[src/rtl/seg7_mux_capture_pkg.sv]
// Shared helpers for the scanned 7-segment capture block.
// Optional build macro used by this block: SEG7_MUX_CAPTURE_DECAY_EN.
package seg7_mux_capture_pkg;

  // Helper functions operate on vectors zero-extended to this width.
  localparam int unsigned MAX_W = 32;

  // Counter widths for the default parameter set.
  localparam int unsigned DEF_SETTLE       = 4;
  localparam int unsigned DEF_TIMEOUT      = 1048576;
  localparam int unsigned DEF_SETTLE_CNT_W = $clog2(DEF_SETTLE + 1);
  localparam int unsigned DEF_AGE_CNT_W    = $clog2(DEF_TIMEOUT + 1);

  // Bits needed to hold 0..max_val inclusive.
  function automatic int unsigned cnt_w(input int unsigned max_val);
    return (max_val < 1) ? 1 : $clog2(max_val + 1);
  endfunction

  // True when exactly one bit is set.
  function automatic logic is_onehot(input logic [MAX_W-1:0] v);
    return (v != '0) && ((v & (v - MAX_W'(1))) == '0);
  endfunction

  // Map an input bus to active-high.
  function automatic logic [MAX_W-1:0] normalize(input logic [MAX_W-1:0] v,
                                                 input logic inv);
    return inv ? ~v : v;
  endfunction

endpackage

[src/rtl/seg7_settle_filter.sv]
// Samples the scan bus and flags the one cycle a held sample becomes settled.
module seg7_settle_filter
  import seg7_mux_capture_pkg::*;
#(
  parameter int unsigned W      = 16,
  parameter int unsigned SETTLE = 4
) (
  input  logic         clk,
  input  logic         rst,
  input  logic [W-1:0] din,
  output logic [W-1:0] sample,
  output logic         capture_c
);

  localparam int unsigned     CNT_W   = cnt_w(SETTLE);
  localparam logic [CNT_W-1:0] CNT_MAX = CNT_W'(SETTLE);
  localparam logic [CNT_W-1:0] CNT_ARM = CNT_W'(SETTLE - 1);

  logic [CNT_W-1:0] stable_cnt;
  logic             repeat_c;

  // The incoming sample matches the one already registered.
  assign repeat_c  = (din == sample);
  // Fires only on the SETTLE-1 -> SETTLE step, so a held pattern captures once.
  assign capture_c = repeat_c && (stable_cnt == CNT_ARM);

  // Sample register and saturating repeat counter.
  always_ff @(posedge clk) begin
    if (rst) begin
      sample     <= '0;
      stable_cnt <= '0;
    end else begin
      sample <= din;
      if (!repeat_c) begin
        stable_cnt <= '0;
      end else if (stable_cnt != CNT_MAX) begin
        stable_cnt <= stable_cnt + CNT_W'(1);
      end
    end
  end

endmodule

[src/rtl/seg7_mux_capture.sv]
// Converts a multiplexed 7-segment scan into static per-digit registers
// with glitch filtering and refresh-age tracking.
// Build macro SEG7_MUX_CAPTURE_DECAY_EN: blank a digit when it goes stale.
module seg7_mux_capture
  import seg7_mux_capture_pkg::*;
#(
  parameter int unsigned W_DIGIT          = 8,
  parameter int unsigned W_SEG            = 8,
  parameter int unsigned SETTLE           = 4,
  parameter int unsigned TIMEOUT          = 1048576,
  parameter int unsigned DIGIT_ACTIVE_LOW = 0,
  parameter int unsigned SEG_ACTIVE_LOW   = 0
) (
  input  logic               clk,
  input  logic               rst,
  input  logic [W_SEG-1:0]   hgfedcba,
  input  logic [W_DIGIT-1:0] digit,
  output logic [W_SEG-1:0]   hex [W_DIGIT],
  output logic [W_DIGIT-1:0] valid,
  output logic [W_DIGIT-1:0] update,
  output logic               multi_hot
);

  localparam int unsigned      W_ALL   = W_DIGIT + W_SEG;
  localparam int unsigned      AGE_W   = cnt_w(TIMEOUT);
  localparam logic [AGE_W-1:0] AGE_MAX = AGE_W'(TIMEOUT);

  logic [W_DIGIT-1:0] dig_n;
  logic [W_SEG-1:0]   seg_n;
  logic [W_ALL-1:0]   sample;
  logic               capture_c;
  logic [W_DIGIT-1:0] s_dig;
  logic [W_SEG-1:0]   s_seg;
  logic               sel_onehot;

  logic [AGE_W-1:0]   age       [W_DIGIT];
  logic [AGE_W-1:0]   age_nxt   [W_DIGIT];
  logic [W_SEG-1:0]   hex_nxt   [W_DIGIT];
  logic [W_DIGIT-1:0] valid_nxt;
  logic [W_DIGIT-1:0] update_nxt;
  logic               multi_hot_nxt;

  // Polarity normalisation to active-high.
  assign dig_n = W_DIGIT'(normalize(MAX_W'(digit), DIGIT_ACTIVE_LOW != 0));
  assign seg_n = W_SEG'(normalize(MAX_W'(hgfedcba), SEG_ACTIVE_LOW != 0));

  seg7_settle_filter #(
    .W      (W_ALL),
    .SETTLE (SETTLE)
  ) u_filter (
    .clk       (clk),
    .rst       (rst),
    .din       ({dig_n, seg_n}),
    .sample    (sample),
    .capture_c (capture_c)
  );

  assign s_dig      = sample[W_ALL-1:W_SEG];
  assign s_seg      = sample[W_SEG-1:0];
  assign sel_onehot = is_onehot(MAX_W'(s_dig));

  // Next-state for digit registers, age counters and pulses.
  always_comb begin
    multi_hot_nxt = capture_c && (s_dig != '0) && !sel_onehot;
    valid_nxt     = '0;
    update_nxt    = '0;
    for (int i = 0; i < W_DIGIT; i++) begin
      age_nxt[i] = (age[i] == AGE_MAX) ? age[i] : age[i] + AGE_W'(1);
      hex_nxt[i] = hex[i];
      if (capture_c && sel_onehot && s_dig[i]) begin
        age_nxt[i]    = '0;
        hex_nxt[i]    = s_seg;
        update_nxt[i] = (s_seg != hex[i]);
      end
`ifdef SEG7_MUX_CAPTURE_DECAY_EN
      else if (age_nxt[i] == AGE_MAX) begin
        hex_nxt[i] = '0;
      end
`endif
      valid_nxt[i] = (age_nxt[i] != AGE_MAX);
    end
  end

  // Output and age registers.
  always_ff @(posedge clk) begin
    if (rst) begin
      for (int i = 0; i < W_DIGIT; i++) begin
        hex[i] <= '0;
        age[i] <= AGE_MAX;
      end
      valid     <= '0;
      update    <= '0;
      multi_hot <= 1'b0;
    end else begin
      for (int i = 0; i < W_DIGIT; i++) begin
        hex[i] <= hex_nxt[i];
        age[i] <= age_nxt[i];
      end
      valid     <= valid_nxt;
      update    <= update_nxt;
      multi_hot <= multi_hot_nxt;
    end
  end

endmodule

[config.mk]
export PLATFORM = sky130hd
export DESIGN_NAME = seg7_mux_capture
export DESIGN_NICKNAME = d
export VERILOG_FILES = /design/src/rtl/seg7_mux_capture_pkg.sv /design/src/rtl/seg7_settle_filter.sv /design/src/rtl/seg7_mux_capture.sv
export SDC_FILE = /design/constraint.sdc
export NUM_CORES = 1
export LEC_CHECK = 0
export BUFFER_PORTS_ARGS = -buffer_cell sky130_fd_sc_hd__buf_2
export CAP_MARGIN = 20
export CORE_ASPECT_RATIO = 0.7
export CORE_UTILIZATION = 55
export DETAILED_ROUTE_END_ITERATION = 8
export PLACE_DENSITY_LB_ADDON = 0.12
export RECOVER_POWER = 25
export SLEW_MARGIN = 0
export SYNTH_ARGS = -nofsm -noshare
export SYNTH_HDL_FRONTEND = slang
export SYNTH_HIERARCHICAL = 1
export SYNTH_SLANG_ARGS = --single-unit
[constraint.sdc]
create_clock -name clk -period 4 [get_ports clk]
set_clock_uncertainty 0.1 [all_clocks]
set_input_delay 0.8 -clock clk [delete_from_list [all_inputs] [get_ports clk]]
set_output_delay 0.8 -clock clk [all_outputs]
set_load 0.02 [all_outputs]
==> results of run 1 <==
==> worst max path at each step <==
stage | startpoint | to | slack (ps) | cells past startpoint
3_3_place_gp | hgfedcba[5] | valid[0] | 600 | 11
6_report | hgfedcba[5] | valid[0] | 1020 | 11
3_5_place_dp | hgfedcba[5] | valid[0] | 520 | 11
2_1_floorplan | digit[3] | valid[0] | 940 | 12
4_1_cts | u_filter/sample[15] | valid[0] | 1040 | 10
5_1_grt | age[1][43] | valid[6] | 830 | 7
==> through the flow <==
step | instances | instance area (um^2) | total power, mW | hold slack, ps
floorplan | 1677 | 14200 | 3.07 | 391
global placement | 2013 | 14800 | 3.18 | 367
detailed placement | 2013 | 14800 | 3.18 | 371
CTS | 2061 | 15700 | 5.87 | 367
global route | 2061 | 15600 | 6.01 | 393
finish | 2061 | 15600 | 5.82 | 383
==> synthesized netlist by cell type, types with 3 or more instances <==
library cell and number:
or2_2 8, or3_1 12, mux2i_1 73, nand2_1 78
o21a_1 3, and2_1 9, and3_1 37, nand3_1 85
and4_1 20, nor4b_1 9, inv_1 39, a31oi_1 13
nor4_1 41, nor3_1 65, o211ai_1 3, nor4_2 3
nor3_2 5, a21boi_0 3, mux2_2 4, buf_6 3
buf_2 18, nor2_1 274, nor3b_1 5, o22ai_1 3
o31ai_1 6, nor4bb_1 4, nor2b_1 25, xnor2_1 115
clkbuf_1 79, xor2_1 157, or4_1 5, a21oi_1 29
ha_1 19, o21ai_0 25, a41oi_1 7, nand2b_1 7
buf_1 5, dfxtp_1 268, a211oi_1 9, o31a_1 3
nand4_1 61
==> flip-flops by register name (all words and copies together), names as in the netlist <==
name,cells
age,168
hex,64
u_filter/sample,16
update,8
valid,8
u_filter/stable_cnt,3
multi_hot,1
==> power breakdown <==
group | switching (mW) | total, mW | internal [mW]
sequential | 0.0372 | 2.74 | 2.70
combinational | 0.232 | 0.383 | 0.151
clock | 1.08 | 2.70 | 1.62
total | 1.35 | 5.82 | 4.47
==> layout by cell type, fill, tap and decap left out, drive strengths merged, types with 9 or more instances in the layout <==
cell	count
a211oi	10
a21oi	29
a31oi	13
and2	9
and3	37
and4	20
buf	49
clkbuf	106
dfxtp	268
ha	19
inv	39
mux2i	73
nand2	79
nand3	85
nand4	63
nor2	274
nor2b	25
nor3	70
nor4	45
nor4b	10
o21ai	25
or2	9
or3	12
xnor2	115
xor2	157
==> critical path: cells and delay by family <==
kind / cells / cell delay [ps]
buf+inv: 1 / 120
compound gates: 4 / 670
simple gates: 5 / 1480
xor+xnor: 1 / 160
==> logic make-up after synthesis <==
family	after synthesis
flip-flops	268
AO/OA/AOI/OAI	126
adder cells (fa/ha/maj)	20
multiplexers	77
AND/OR/NAND/NOR	768
XOR/XNOR	272
buffers and inverters	146
==> layout make-up <==
class / instances / area share [%]
clock inverter: 11 / 1.01
sequential: 268 / 34.4
inverter: 39 / 0.938
multi-input combinational: 1263 / 52.5
tap: 325 / 2.61
timing repair buffer: 118 / 3.56
clock buffer: 37 / 5.02
==> per-layer routing <==
layer  global-route usage, %  up-vias
li1                        -     5863
met1                    37.5     5508
met2                    39.7      314
met3                    3.70       43
met4                    6.13        0
met5                       0        -
==> qor.txt, run 1 <==
simple-gate share of the synthesized area -> 27.9%
met3 WL post-DR -> 1.89 mm
post-CTS sizing -> 0
final hold vios -> 0
fmax -> 0.336 GHz
Layout area overhead -> 10.2%
post-synth top area cell -> dfxtp_1
gpl congestion -> 0.926
Synth top area share -> 37.9%
setup TNS -> 0 ps
setup bufs post-CTS -> 0
Antenna diodes -> 0
port bufs -> 98
adder-cell share of the synthesized area -> 1.75%
die area -> 0.0264 mm^2
XOR/XNOR share of the synthesized area -> 16.8%
max incr delay on CP -> 420 ps
CORE AREA -> 0.0250 mm^2
Avg Cell Area, Syn -> 8.44 um^2
layout cells sized above 1 -> 7.26%
Final Core Density -> 62.4%
fin crit share -> 74.5%
relative slew slack -> 9.24%
syn_nets -> 1714
number of fill cells -> 2187
crit path DAT -> 3240 ps
first-pass GRT wire length -> 55.5 mm
vias in the first global route -> 10600
CP cell instances -> buf_2, xor2_1, nor4_1, nand4_1, nor2_1, nor3b_1, nand4bb_1, a211oi_1, a31oi_1, a211oi_1, a41oi_1
Compound-Gate Fraction of Synth Area -> 5.95%
leakage power total -> 6.25 nW
fin crit period -> 2980 ps
All-Layer GR Usage -> 25.6%
clock sinks -> 268
sequential area share after synthesis -> 37.9%
Final ANT Viol Nets -> 0
DR WL/cell -> 16.5 um
Top Metal Used -> met4
Max FO, Critical Path -> 4
clock transition at the registers of the reported paths -> 70 ps
CP max stage cell -> nor4_1
required time worst endpoint -> 4260 ps
initial antenna violation count -> 0
M1 wire length -> 16.8 mm
unrepaired setup endpoints after global routing -> false
hold path endpoint -> hex[44]
post-synthesis async set-or-reset flop share -> 0%
routed vias -> 11700
most used cell, CP -> a211oi_1
detailed-route DRC error count -> 0
synth unique cells -> 71
DP Worst Slack -> 524 ps
final worst slack -> 1020 ps
r2r setup slk -> 1030 ps
CTS Buf Count -> 27
First-pass DRT Iterations -> 5
worst r2r src -> u_filter/sample[15]
critical path class -> input port to flip-flop
gr ovfl total -> 0
Die Span X -> 194 um
worst-skew pair later-pin latency -> 550 ps
clk root buf -> clkbuf_16
synthesized flop and latch total -> 268
mux contribution to synthesized area -> 5.48%
Pins Over Slew Limit -> 0
Rows -> 48
hold path depth -> 2
Clock Path Buffers -> 3
status -> finished, final reports clean
combinational family with the most area after synthesis -> simple AND/OR/NAND/NOR gates
Synth Flop Type -> dfxtp_1
initial core utilization -> 56.7%
met2 wire len -> 14.6 mm
# hold bufs at CTS -> 0
Die Ht -> 136 um
Max VDD drop -> 270 uV
I/O pin cnt -> 99
Post-Route WL -> 34.0 mm
nets -> 1754
Critical Path Source Type -> input port
worst hold start -> hex[44]
Synth Cell Area -> 0.0142 mm^2
Max-cap violations -> 0
Final Setup Violations -> 0
H-tree levels -> 1
DR iter-0 viols -> 723
R2R depth -> 10
largest net degree at the start of global routing -> 66
Syn. warnings -> 6
Register Area -> 0.00537 mm^2
PD cells -> 373 mW/mm^2
Post-synth EDFFs -> 0
Worst Tran Pin Value -> 1360 ps
vias per inst -> 5.69
area of the multi-input gates -> 0.00819 mm^2
crit end category -> flip-flop
detailed placer's ending HPWL -> 23.5 mm
Hold Crit Class -> flip-flop to flip-flop
ranking of synthesized cells by area -> dfxtp_1 38%, xor2_1 9.7%, nor2_1 7.3%
CTS tree -> yes
FF-to-FF End -> valid[0]
cell count after synthesis -> 1677
No activity file was read; power rests on OpenSTA's default activity.
==> inputs of run 2 (changes only) <==
Clock period 4 ns to 2.6 ns, I/O delays scaled along.
==> run 2 against run 1 <==
Against the previous run:
- cell area up 5.2%
- clock-buffer cell count down 1
- core utilization up 3.2 points
- hold slack worse by 280 ps
- cell count up 4.0%
- power up 56%
- die area unchanged
- critical endpoint unchanged
- highest routed layer unchanged
==> qor.txt, run 2 (synthesized netlist as in run 1, its figures left out) <==
status -> finished, final reports clean
I/O pin cnt -> 99
Rows -> 48
routed vias -> 12100
clock sinks -> 268
fin crit share -> 96.5%
CTS tree -> yes
gpl congestion -> 0.885
most frequent cells in the layout -> 274 x nor2_1, 265 x dfxtp_1, 157 x xor2_1
Die Ht -> 136 um
vias in the first global route -> 11000
Die Span X -> 194 um
setup TNS -> 0 ps
fmax -> 0.399 GHz
nets -> 1835
DR WL/cell -> 16.2 um
detailed placer's ending HPWL -> 24.4 mm
hold path endpoint -> u_filter/sample[11]
area of the multi-input gates -> 0.00825 mm^2
Post-Route WL -> 34.8 mm
R2R depth -> 11
Final ANT Viol Nets -> 0
relative slew slack -> 19.1%
unrepaired setup endpoints after global routing -> true
CP max stage cell -> dfxtp_2
die area -> 0.0264 mm^2
Antenna diodes -> 0
crit end category -> flip-flop
commonest non-fill, non-tap cell in the layout -> nor2_1
max incr delay on CP -> 320 ps
required time worst endpoint -> 2900 ps
Pins Over Slew Limit -> 0
clk root buf -> clkbuf_16
first-pass GRT wire length -> 56.7 mm
critical path class -> flip-flop to flip-flop
fin crit period -> 2510 ps
flip-flop count of the largest register after layout -> 168
All-Layer GR Usage -> 26.2%
# hold bufs at CTS -> 0
hold path depth -> 2
final hold slack -> 99.7 ps
vias per inst -> 5.63
port bufs -> 98
Buf/Inv on CP -> 1
gr ovfl total -> 0
Final Setup Violations -> 0
Register Area -> 0.00537 mm^2
registers with the most flip-flops -> age x168, hex x64, u_filter/sample x16
First-pass DRT Iterations -> 5
leakage power total -> 6.71 nW
Top delay family on crit path -> simple AND/OR/NAND/NOR gates
Critical Path Source Type -> flip-flop
Worst Tran Pin Value -> 1210 ps
crit path DAT -> 2810 ps
H-tree levels -> 1
detailed-route DRC error count -> 0
Final Power -> 9.05 mW
Hold Crit Class -> input port to flip-flop
worst hold start -> digit[3]
layout cells sized above 1 -> 12.3%
Top reg by flops -> age
number of fill cells -> 2141
largest net degree at the start of global routing -> 58
CTS Buf Count -> 27
Max FO, Critical Path -> 4
Max VDD drop -> 483 uV
CORE AREA -> 0.0250 mm^2
worst r2r src -> u_filter/sample[5]
DR iter-0 viols -> 865
Layout area overhead -> 15.9%
r2r setup slk -> 90 ps
FF-to-FF End -> valid[0]
PD cells -> 552 mW/mm^2
final hold vios -> 0
clock transition at the registers of the reported paths -> 60 ps
Max-cap violations -> 0
worst-skew pair later-pin latency -> 560 ps
Clock Path Buffers -> 3
CP cell instances -> xor2_1, nor4_2, nand4_1, nor2_1, nor3b_2, nand4bb_1, buf_4, nand2_1, o21ai_0, nor4_1, a41oi_1
initial antenna violation count -> 0
initial core utilization -> 56.7%
## run 2: changes by cell type in the layout (fill, tap and decap cells not counted), moves of 3 or more
| cell | before | now |
|---|---|---|
| nor4_1 | 41 | 37 |
| buf_6 | 0 | 5 |
| dfxtp_1 | 268 | 265 |
| buf_12 | 0 | 8 |
| dfxtp_2 | 0 | 3 |
| buf_4 | 20 | 86 |
| buf_2 | 29 | 32 |
| and3_1 | 37 | 34 |
| nor4_2 | 3 | 7 |
## run 2: final cells by class
class,count,share of cell area (%)
sequential,268,32.7
clock buffer,36,4.69
clock inverter,14,1.15
multi-input combinational,1263,50.3
tap,325,2.48
timing repair buffer,199,7.79
inverter,39,0.892
## run 2: routing by layer
metal  share of wire, %  vias up  track usage, %  wire [um]
met1                 50     5690            38.7      17400
met3                5.3       38            3.92       1850
li1                   -     6027               -          -
met5                  0        -           0.370          0
met4                1.4        0            5.47        499
met2                 43      309            40.1      15000
## run 2: timing repair
| item | in CTS | in global routing |
|---|---|---|
| hold endpoints to repair | 0 | 0 |
| gates resized for setup | 2 | 17 |
| buffers inserted | 1 | 2 |
| pin swaps | 3 | 7 |
| endpoints found under the setup margin | 45 | 101 |
## run 2: worst max path at each step
stage | from | to | depth (start not counted)
global placement | hgfedcba[5] | age[0][11] | 12
detailed placement | hgfedcba[5] | valid[0] | 12
floorplan | digit[0] | valid[0] | 12
CTS | u_filter/sample[13] | valid[0] | 11
global route | u_filter/sample[5] | valid[0] | 11
finish | u_filter/sample[5] | valid[0] | 11
## run 2: power breakdown
group          internal [mW]  leakage, nW  switching [mW]
clock network           2.48        0.465            1.70
registers               4.16         2.16          0.0462
logic                  0.278         4.08           0.391
## run 2: worst reg2reg max path: stages, from the launching register on
cell       delay [ps]
dfxtp_2           320
xor2_1            160
nor4_2            320
nand4_1           180
nor2_1            160
nor3b_2           230
nand4bb_1         200
buf_4             200
nand2_1            50
o21ai_0            70
nor4_1            190
a41oi_1           160
## run 2: through the flow
stage,setup slack (ps),instance area [um^2],util (%),std cells
after floorplan,-9.36,14200,-,1677
after global placement,-280,15500,61.9,2091
after detailed placement,-345,15500,61.9,2091
after CTS,0.167,16400,65.8,2142
after global routing,-83.7,16400,65.7,2144
final,90.7,16400,65.7,2144
